### config.mk
export PLATFORM = sky130hd
export DESIGN_NAME = reject_collector
export DESIGN_NICKNAME = d
export VERILOG_FILES = /design/src/rtl/reject_collector.sv
export SDC_FILE = /design/constraint.sdc
export NUM_CORES = 1
export LEC_CHECK = 0
export CORE_MARGIN = 2
export CORE_UTILIZATION = 56
export CTS_BUF_LIST = sky130_fd_sc_hd__clkbuf_4 sky130_fd_sc_hd__clkbuf_8
export DETAILED_ROUTE_END_ITERATION = 10
export PLACE_DENSITY = 0.83
export SLEW_MARGIN = 0
export SYNTH_ARGS = -nofsm -noshare
export SYNTH_HDL_FRONTEND = slang
export SYNTH_SLANG_ARGS = --single-unit
### constraint.sdc
create_clock -name clk -period 4.89 [get_ports clk]
set_input_delay 0.7335 -clock clk [delete_from_list [all_inputs] [get_ports clk]]
set_output_delay 0.7335 -clock clk [all_outputs]
set_load 0.01 [all_outputs]
### src/rtl/reject_collector.sv
// Compacts accepted sampler lanes into LANES-wide coefficient RAM words until N are written.
// Optional rejected-lane statistics counter: define REJECT_COLLECT_STATS_EN.
module reject_collector #(
  parameter int LANES      = 4,
  parameter int CAND_BITS  = 12,
  parameter int N          = 256,
  parameter int WADDR_BITS = 6
) (
  input  logic                        clk,
  input  logic                        rst,
  input  logic                        start,
  input  logic                        sample_tvalid,
  input  logic [LANES*CAND_BITS-1:0]  sample_tdata,
  input  logic [LANES-1:0]            acc_bus,
  output logic                        rnd_req,
  output logic                        busy,
  output logic                        wr_en,
  output logic [WADDR_BITS-1:0]       wr_addr,
  output logic [LANES*CAND_BITS-1:0]  wr_data,
  output logic                        done,
  output logic [15:0]                 rej_cnt
);

  localparam int CNT_BITS = $clog2(2*LANES);
  localparam int COMB     = 2*LANES-1;
  localparam logic [WADDR_BITS-1:0] LAST_ADDR = WADDR_BITS'(N/LANES-1);

  typedef enum logic [1:0] {S_IDLE, S_COLLECT, S_DONE} state_e;

  state_e                      state_q, state_d;
  logic [CAND_BITS-1:0]        stage_q [LANES-1];
  logic [CAND_BITS-1:0]        stage_d [LANES-1];
  logic [CNT_BITS-1:0]         stage_cnt_q, stage_cnt_d;
  logic [WADDR_BITS-1:0]       waddr_q, waddr_d;
  logic [WADDR_BITS-1:0]       wr_addr_q, wr_addr_d;
  logic [LANES*CAND_BITS-1:0]  wr_data_q, wr_data_d;
  logic                        wr_en_q, wr_en_d;
  logic                        done_q, done_d;

  logic [CAND_BITS-1:0]        lane_w [LANES];
  logic [CAND_BITS-1:0]        comb [COMB];
  logic [CNT_BITS-1:0]         comb_cnt;
  logic [LANES*CAND_BITS-1:0]  word_w;
  logic                        consume;

  assign consume = (state_q == S_COLLECT) && sample_tvalid;

  genvar gi;
  generate
    for (gi = 0; gi < LANES; gi++) begin : g_lane
      assign lane_w[gi]                           = sample_tdata[gi*CAND_BITS +: CAND_BITS];
      assign word_w[gi*CAND_BITS +: CAND_BITS]    = comb[gi];
    end
  endgenerate

  // Combined list: staged entries first, accepted lanes appended in lane order.
  always_comb begin
    for (int i = 0; i < COMB; i++) comb[i] = '0;
    for (int i = 0; i < LANES-1; i++) comb[i] = stage_q[i];
    comb_cnt = stage_cnt_q;
    for (int i = 0; i < LANES; i++) begin
      if (acc_bus[i]) begin
        comb[comb_cnt] = lane_w[i];
        comb_cnt       = comb_cnt + CNT_BITS'(1);
      end
    end
  end

  always_comb begin
    state_d     = state_q;
    stage_d     = stage_q;
    stage_cnt_d = stage_cnt_q;
    waddr_d     = waddr_q;
    wr_addr_d   = wr_addr_q;
    wr_data_d   = wr_data_q;
    wr_en_d     = 1'b0;
    done_d      = 1'b0;
    case (state_q)
      S_IDLE: begin
        if (start) begin
          state_d     = S_COLLECT;
          waddr_d     = '0;
          wr_addr_d   = '0;
          stage_cnt_d = '0;
        end
      end
      S_COLLECT: begin
        if (consume) begin
          if (comb_cnt >= CNT_BITS'(LANES)) begin
            wr_en_d     = 1'b1;
            wr_addr_d   = waddr_q;
            wr_data_d   = word_w;
            waddr_d     = waddr_q + WADDR_BITS'(1);
            for (int i = 0; i < LANES-1; i++) stage_d[i] = comb[i+LANES];
            stage_cnt_d = comb_cnt - CNT_BITS'(LANES);
            // Last word: whatever is left over belongs to no polynomial.
            if (waddr_q == LAST_ADDR) begin
              state_d     = S_DONE;
              stage_cnt_d = '0;
              done_d      = 1'b1;
            end
          end else begin
            for (int i = 0; i < LANES-1; i++) stage_d[i] = comb[i];
            stage_cnt_d = comb_cnt;
          end
        end
      end
      S_DONE:  state_d = S_IDLE;
      default: state_d = S_IDLE;
    endcase
  end

  always_ff @(posedge clk) begin
    if (rst) begin
      state_q     <= S_IDLE;
      stage_cnt_q <= '0;
      waddr_q     <= '0;
      wr_addr_q   <= '0;
      wr_data_q   <= '0;
      wr_en_q     <= 1'b0;
      done_q      <= 1'b0;
      for (int i = 0; i < LANES-1; i++) stage_q[i] <= '0;
    end else begin
      state_q     <= state_d;
      stage_cnt_q <= stage_cnt_d;
      waddr_q     <= waddr_d;
      wr_addr_q   <= wr_addr_d;
      wr_data_q   <= wr_data_d;
      wr_en_q     <= wr_en_d;
      done_q      <= done_d;
      for (int i = 0; i < LANES-1; i++) stage_q[i] <= stage_d[i];
    end
  end

  assign rnd_req = (state_q == S_COLLECT);
  assign busy    = (state_q != S_IDLE);
  assign wr_en   = wr_en_q;
  assign wr_addr = wr_addr_q;
  assign wr_data = wr_data_q;
  assign done    = done_q;

`ifdef REJECT_COLLECT_STATS_EN
  localparam int RB = $clog2(LANES+1);
  logic [15:0]   rej_q, rej_d;
  logic [16:0]   rej_sum;
  logic [RB-1:0] n_rej;

  always_comb begin
    n_rej = '0;
    for (int i = 0; i < LANES; i++) begin
      if (!acc_bus[i]) n_rej = n_rej + RB'(1);
    end
    rej_sum = {1'b0, rej_q} + 17'(n_rej);
    rej_d   = rej_q;
    if (state_q == S_IDLE && start) rej_d = '0;
    else if (consume)               rej_d = rej_sum[16] ? 16'hFFFF : rej_sum[15:0];
  end

  always_ff @(posedge clk) begin
    if (rst) rej_q <= '0;
    else     rej_q <= rej_d;
  end

  assign rej_cnt = rej_q;
`else
  assign rej_cnt = '0;
`endif

endmodule
# --- Yosys cells after proc, flatten, opt, wreduce, memory -nomap -nowiden ---
# Cells that the tools add are included.
op_classes:
  add_sub_neg: 6
  n_lt_le_gt_ge: 9
  n_eq_ne: 6
  n_mux: 40
  bitwise: 7
  n_reduce_logical: 15
op_table:
  columns: ["op", "n"]
  rows:
  - ["bitwise mux 84 bit", 4]
  - ["two-way mux 84 bit", 4]
  - ["demux 12 bit (select 3 bit)", 4]
  - ["two-way mux 12 bit", 4]
  - ["two-way mux 36 bit", 1]
  - ["two-way mux 6 bit", 5]
  - ["two-way mux 3 bit", 8]
  - ["case mux 6 bit (2 select lines)", 2]
  - [">= comparator 4 bit (second input constant)", 4]
  - ["less-than comparator 4 x 1 -> 1 bit (second input constant)", 4]
  - ["inverter 3 -> 4 bit", 4]
  - ["adder 3 x 1 -> 3 bit (second input constant)", 4]
  - ["two-way mux 2 bit", 4]
  - ["AND reduction 4 bit", 2]
  - ["adder 6 x 1 -> 6 bit (second input constant)", 1]
  - ["equality test 6 bit (second input constant)", 1]
  - ["inequality test 2 x 1 -> 1 bit (second input constant)", 3]
  - ["case mux 3 bit (2 select lines)", 1]
  - ["AND reduction 3 bit", 2]
  - ["logical AND 1 bit", 5]
  - ["case mux 2 bit (2 select lines)", 1]
  - ["nonzero test 2 bit", 2]
  - ["OR reduction 4 bit", 1]
  - [">= comparator 3 bit (second input constant)", 1]
  - ["8 further kinds", 11]
word_totals:
  ff_bits: 103
  input_bits: 56
  out_inout_bits: 74
  word_cells: 93

# --- Logic depth before layout (Yosys ltp) ---
logic_depth:
  ltp_word: 14
  depth_mapped: 21
  mapped_depth_nobuf: 18

# --- Worst setup path after synthesis ---
# OpenSTA, ideal clock, no wires.
synth_path:
  path_kind: "input -> register"
  start: "input port acc_bus[0]"
  end: "register stage_q[29] in the netlist's numbering"
  setup_ns: 0.127
  arrival_time_ns: 4.411
  required_ns: 4.763
  slack_ns: 0.352
  stages: 20
  n_path_buf: 2
  cell_sequence: "buf_2 -> xnor2_1 -> inv_1 -> ha_1 -> nand2b_1 -> o21ai_1 -> inv_1 -> ha_1 -> nand2_1 -> o21a_1 -> inv_1 -> ha_1 -> nand2_1 -> xor2_1 -> xnor2_1 -> nand2_1 -> or2_2 -> clkbuf_1 -> o221ai_1 -> a21oi_1"
synth_between:
  elab_chain_len: 13
  word_cells_on_any_way: 34
  classes_between: "add/sub: 3; order compare: 7; mux: 18; bitwise: 3; reduce/logical: 3"
synth_rtl:
  columns: ["element", "line_no", "source"]
  rows:
  - ["from (decl)", "14", "input logic [LANES-1:0] acc_bus,"]
  - ["two-way mux 3 bit", "62", "if (acc_bus[i]) begin"]
  - ["adder 3 x 1 -> 3 bit or inverter 3 -> 4 bit (tied branches)", "64, 63", null]
  - ["two-way mux 3 bit (tied with other cells)", "62", null]
  - ["adder 3 x 1 -> 3 bit (tied with other cells)", "64", "comb_cnt = comb_cnt + CNT_BITS'(1);"]
  - ["two-way mux 3 bit (tied with other cells)", "62", null]
  - ["inverter 3 -> 4 bit (not written as such) (tied with other cells)", "63", "comb[comb_cnt] = lane_w[i];"]
  - [">= comparator 4 bit (not written as such) (tied with other cells)", "63", null]
  - ["logical AND 1 bit (not written as such) (tied with other cells)", "63", null]
  - ["two-way mux 12 bit (not written as such) or bitwise mux 84 bit (tied branches)", "63", null]
  - ["demux 12 bit (select 3 bit) or two-way mux 84 bit (tied branches)", "63, 62", null]
  - ["bitwise mux 84 bit", "63", null]
  - ["two-way mux 84 bit", "62", null]
  - ["two-way mux 36 bit *", "89", "if (comb_cnt >= CNT_BITS'(LANES)) begin"]
  - ["to (decl)", "31", "logic [CAND_BITS-1:0] stage_q [LANES-1];"]
# Mark *: on every way between the ends. The rest lies on a longest branch, timed or not.
# A chain may end at the register's enable or synchronous reset.

# --- Worst setup path after layout ---
layout_path:
  start: "register stage_cnt_q[0]"
  end: "register stage_q[4] in the netlist's numbering"
layout_between:
  elab_chain_len: 14
  word_cells_on_any_way: 42
  classes_between: "add/sub: 4; order compare: 9; mux: 21; bitwise: 4; reduce/logical: 4"
layout_rtl:
  columns: ["element", "line_no", "source"]
  rows:
  - ["from (decl)", "33", "logic [CNT_BITS-1:0] stage_cnt_q, stage_cnt_d;"]
  - ["from (signal assigned)", "125", "stage_cnt_q <= stage_cnt_d;"]
  - ["adder 3 x 1 -> 3 bit or inverter 3 -> 4 bit (tied branches)", "64, 63", null]
  - ["two-way mux 3 bit (tied with other cells)", "62", null]
  - ["adder 3 x 1 -> 3 bit (tied with other cells)", "64", null]
  - ["two-way mux 3 bit (tied with other cells)", "62", null]
  - ["adder 3 x 1 -> 3 bit (tied with other cells)", "64", null]
  - ["two-way mux 3 bit (tied with other cells)", "62", null]
  - ["inverter 3 -> 4 bit (not written as such) (tied with other cells)", "63", null]
  - [">= comparator 4 bit (not written as such) (tied with other cells)", "63", null]
  - ["logical AND 1 bit (not written as such) (tied with other cells)", "63", null]
  - ["two-way mux 12 bit (not written as such) or bitwise mux 84 bit (tied branches)", "63", null]
  - ["demux 12 bit (select 3 bit) or two-way mux 84 bit (tied branches)", "63, 62", null]
  - ["bitwise mux 84 bit", "63", null]
  - ["two-way mux 84 bit", "62", null]
  - ["two-way mux 36 bit *", "89", null]
# Marked as above.

==> run_results.csv <==
group,metric,value,unit
outcome,status,"finished, final reports clean",
synth,syn_inst,996,
synth,synthFlopType,"dfxtp_1",
place,post-dp-hpwl,18.3,mm
sta,drv_slew,0,
sta,hold_violations,0,
synth,ys_top_cells_by_count,"nand2_1 (130), mux2i_1 (121), dfxtp_1 (103), a21oi_1 (72), nor2_1 (69)",
die,die_w,122,um
hold_path,hold_class,"register to register",
sta,setup_viol,0,
pwr,power.density,240,nW/um^2
synth,synth_most_common_cell,"nand2_1",
layout,n_antenna_cell,0,
layout,fillers,1161,
routing,ant_nets,0,
synth,async_reset_ff_share,0,%
layout,stdcell_area,9170,um^2
cts,ctsResizeCount,0,
die,ioPinCount,130,
synth,synth_area_leader_cell,"dfxtp_1",
place,gp_congestion,0.989,
cts,cts_root_buf,"clkbuf_8",
cts,tritoncts_num_sinks,103,
die,core,13400,um^2
layout,drive_gt1_share,8.52,%
worst_setup_path,worst-setup-path-type,"register to register",
place,place_ws,-0.118,ns
pwr,power,0.00220,W
cts,holdBufCountCts,0,
sta,timing.final.crit_share,95.1,%
global_route,grt.total_usage,36.2,%
routing,post_drt_wl_per_cell,21.8,um
worst_setup_path,cp_max_fo,10,
global_route,grt_max_degree,57,
global_route,grt_pass1_vias,7624,
synth,seq_area_frac_synth,26.6,%
cts,cts_max_level,3,
pwr,ir_drop,0.229,mV
routing,drc,0,
cts,post_cts_buffers,0,
synth,ys_ff_latch,103,
synth,netlist_area,7750,um^2
cts,cts-buffers-inserted,9,
worst_setup_path,cp.required,5.21,ns
synth,synth_edf_count,0,
sta,tightest_slew,1.35,ns
sta,finalClockSkew,0.0200,ns
worst_setup_path,crit_path_end_kind,"register",
layout,nets,1124,
sta,fmax,215,MHz
sta,slew_headroom,10.1,%
synth,yosysTopAreaCellShare,26.6,%
cts,clk_latency,0.42,ns
routing,drt_wl_total,27.1,mm
cts,clk_pin_slew_worst_paths,0.11,ns
cts,cts_tree,"yes",
synth,avgSynthCellArea,7.78,um^2
routing,viasPerCell,6.70,
place,portBuffers,113,
cts,cts.path.max_buffers,2,
global_route,grt-ovfl-total,0,
synth,synth_area_leaders,"dfxtp_1 (27%), mux2i_1 (16%), nand2_1 (6.3%), a21oi_1 (4.6%), nor2_1 (3.3%)",
routing,drt-pass1-iter-count,8,
synth,ys_warn_count,0,
place,place_area,8950,um^2
routing,vias,8337,
die,start_util,57.8,%
sta,worst_slack,0.242,ns
routing,first_iter_violations,1354,
layout,multi_input_area,5210,um^2
global_route,grt_pass1_wl,41.6,mm
worst_setup_path,arrival,4.97,ns
layout,area_growth,18.4,%
worst_setup_path,start_kind,"register",
die,die-height,122,um
die,std_cell_rows,42,
pwr,leakagePower,3.74,nW
run,drv_cap,0,
die,die_area,14800,um^2
layout,ff_latch_area,2060,um^2
global_route,antenna_found_initial,0,
sta,min_period,4.65,ns
synth,synth.distinct_cells,70,
report_power, final:
part           internal [W]  switching [W]  leakage, nW
logic              0.000288       0.000465         2.82
clock network      0.000195       0.000359       0.0923
registers          0.000873      0.0000203        0.833
total               0.00136       0.000844         3.74
critical path: stages, from the launching register on:
cell	delay, ns
dfxtp_1	0.33
ha_1	0.42
mux2_2	0.34
ha_1	0.32
nand2b_1	0.16
o21ai_1	0.14
inv_1	0.14
ha_1	0.35
nand2_1	0.15
o21a_1	0.24
inv_1	0.07
ha_1	0.20
nand2_1	0.15
xor2_4	0.13
xnor2_2	0.50
buf_4	0.27
and2_2	0.32
a221oi_1	0.15
a21o_1	0.17
placed cells by master, fill, tap and decap left out, drive strengths merged, types with 16 or more instances in the layout:
cell           netlist  routed
nor2                69      70
mux2i              121     121
dfxtp              103     103
o21ai               56      56
inv                 37      40
clkdlybuf4s50        0     111
a211oi              24      24
o211ai              31      31
nand2              130     130
o221ai              18      18
conb                 1      16
buf                 45      33
nor3                39      39
a32oi               26      26
a21oi               72      72
flip-flops by register name, summed over array words and instances (netlist names):
register and count:
stage_cnt_q 3, wr_en 1, state_q 2, wr_addr 6, done 1, wr_data 48
waddr_q 6, stage_q 36
path summary, 6_finish.rpt:
path | end | cells past startpoint | startpoint | slack [ns]
setup / recovery | stage_q[4] | 18 | stage_cnt_q[0] | 0.24
hold / removal | stage_q[27] | 2 | stage_q[27] | 0.45
setup reg to reg | stage_q[4] | 18 | stage_cnt_q[0] | 0.24
hold reg to reg | stage_q[27] | 2 | stage_q[27] | 0.45
layout make-up:
class,instances,area share [%]
Clock buffer,9,1.35
Timing Repair Buffer,144,14.8
Multi-Input combinational cell,768,56.8
Clock inverter,7,0.682
Sequential cell,103,22.5
Tap cell,176,2.40
Inverter,37,1.51
through the flow:
step / TNS [ns] / util [%] / std cells / hold WS, ns
after floorplan: 0 / - / 1011 / 0.426
after global placement: 0 / 66.8 / 1227 / 0.434
after detailed placement: -1.01 / 66.8 / 1227 / 0.441
after CTS: 0 / 68.2 / 1243 / 0.455
after global routing: -0.0149 / 68.5 / 1244 / 0.471
final: 0 / 68.5 / 1244 / 0.454
kinds of logic (layout without fill, tap and decap cells):
| kind of cell | count (synthesis) | in the layout | synth area share (%) |
|---|---|---|---|
| multiplexers | 122 | 122 | 15.8 |
| other | 1 | 16 | 0.0484 |
| AND/OR/NAND/NOR | 309 | 310 | 18.7 |
| flip-flops | 103 | 103 | 26.6 |
| XOR/XNOR | 15 | 15 | 2.24 |
| AO/OA/AOI/OAI | 300 | 300 | 27.6 |
| buffers and inverters | 141 | 197 | 8.28 |
| adder cells (fa/ha/maj) | 5 | 5 | 0.807 |
routing by layer:
metal	track usage, %	routed length, um	up-vias
met1	49.2	11000	3829
met4	15.7	1110	0
li1	-	-	3774
met2	53.3	11400	625
met5	0	0	-
met3	10.7	3570	109
Note: power is estimated with default switching activity, not from simulation.
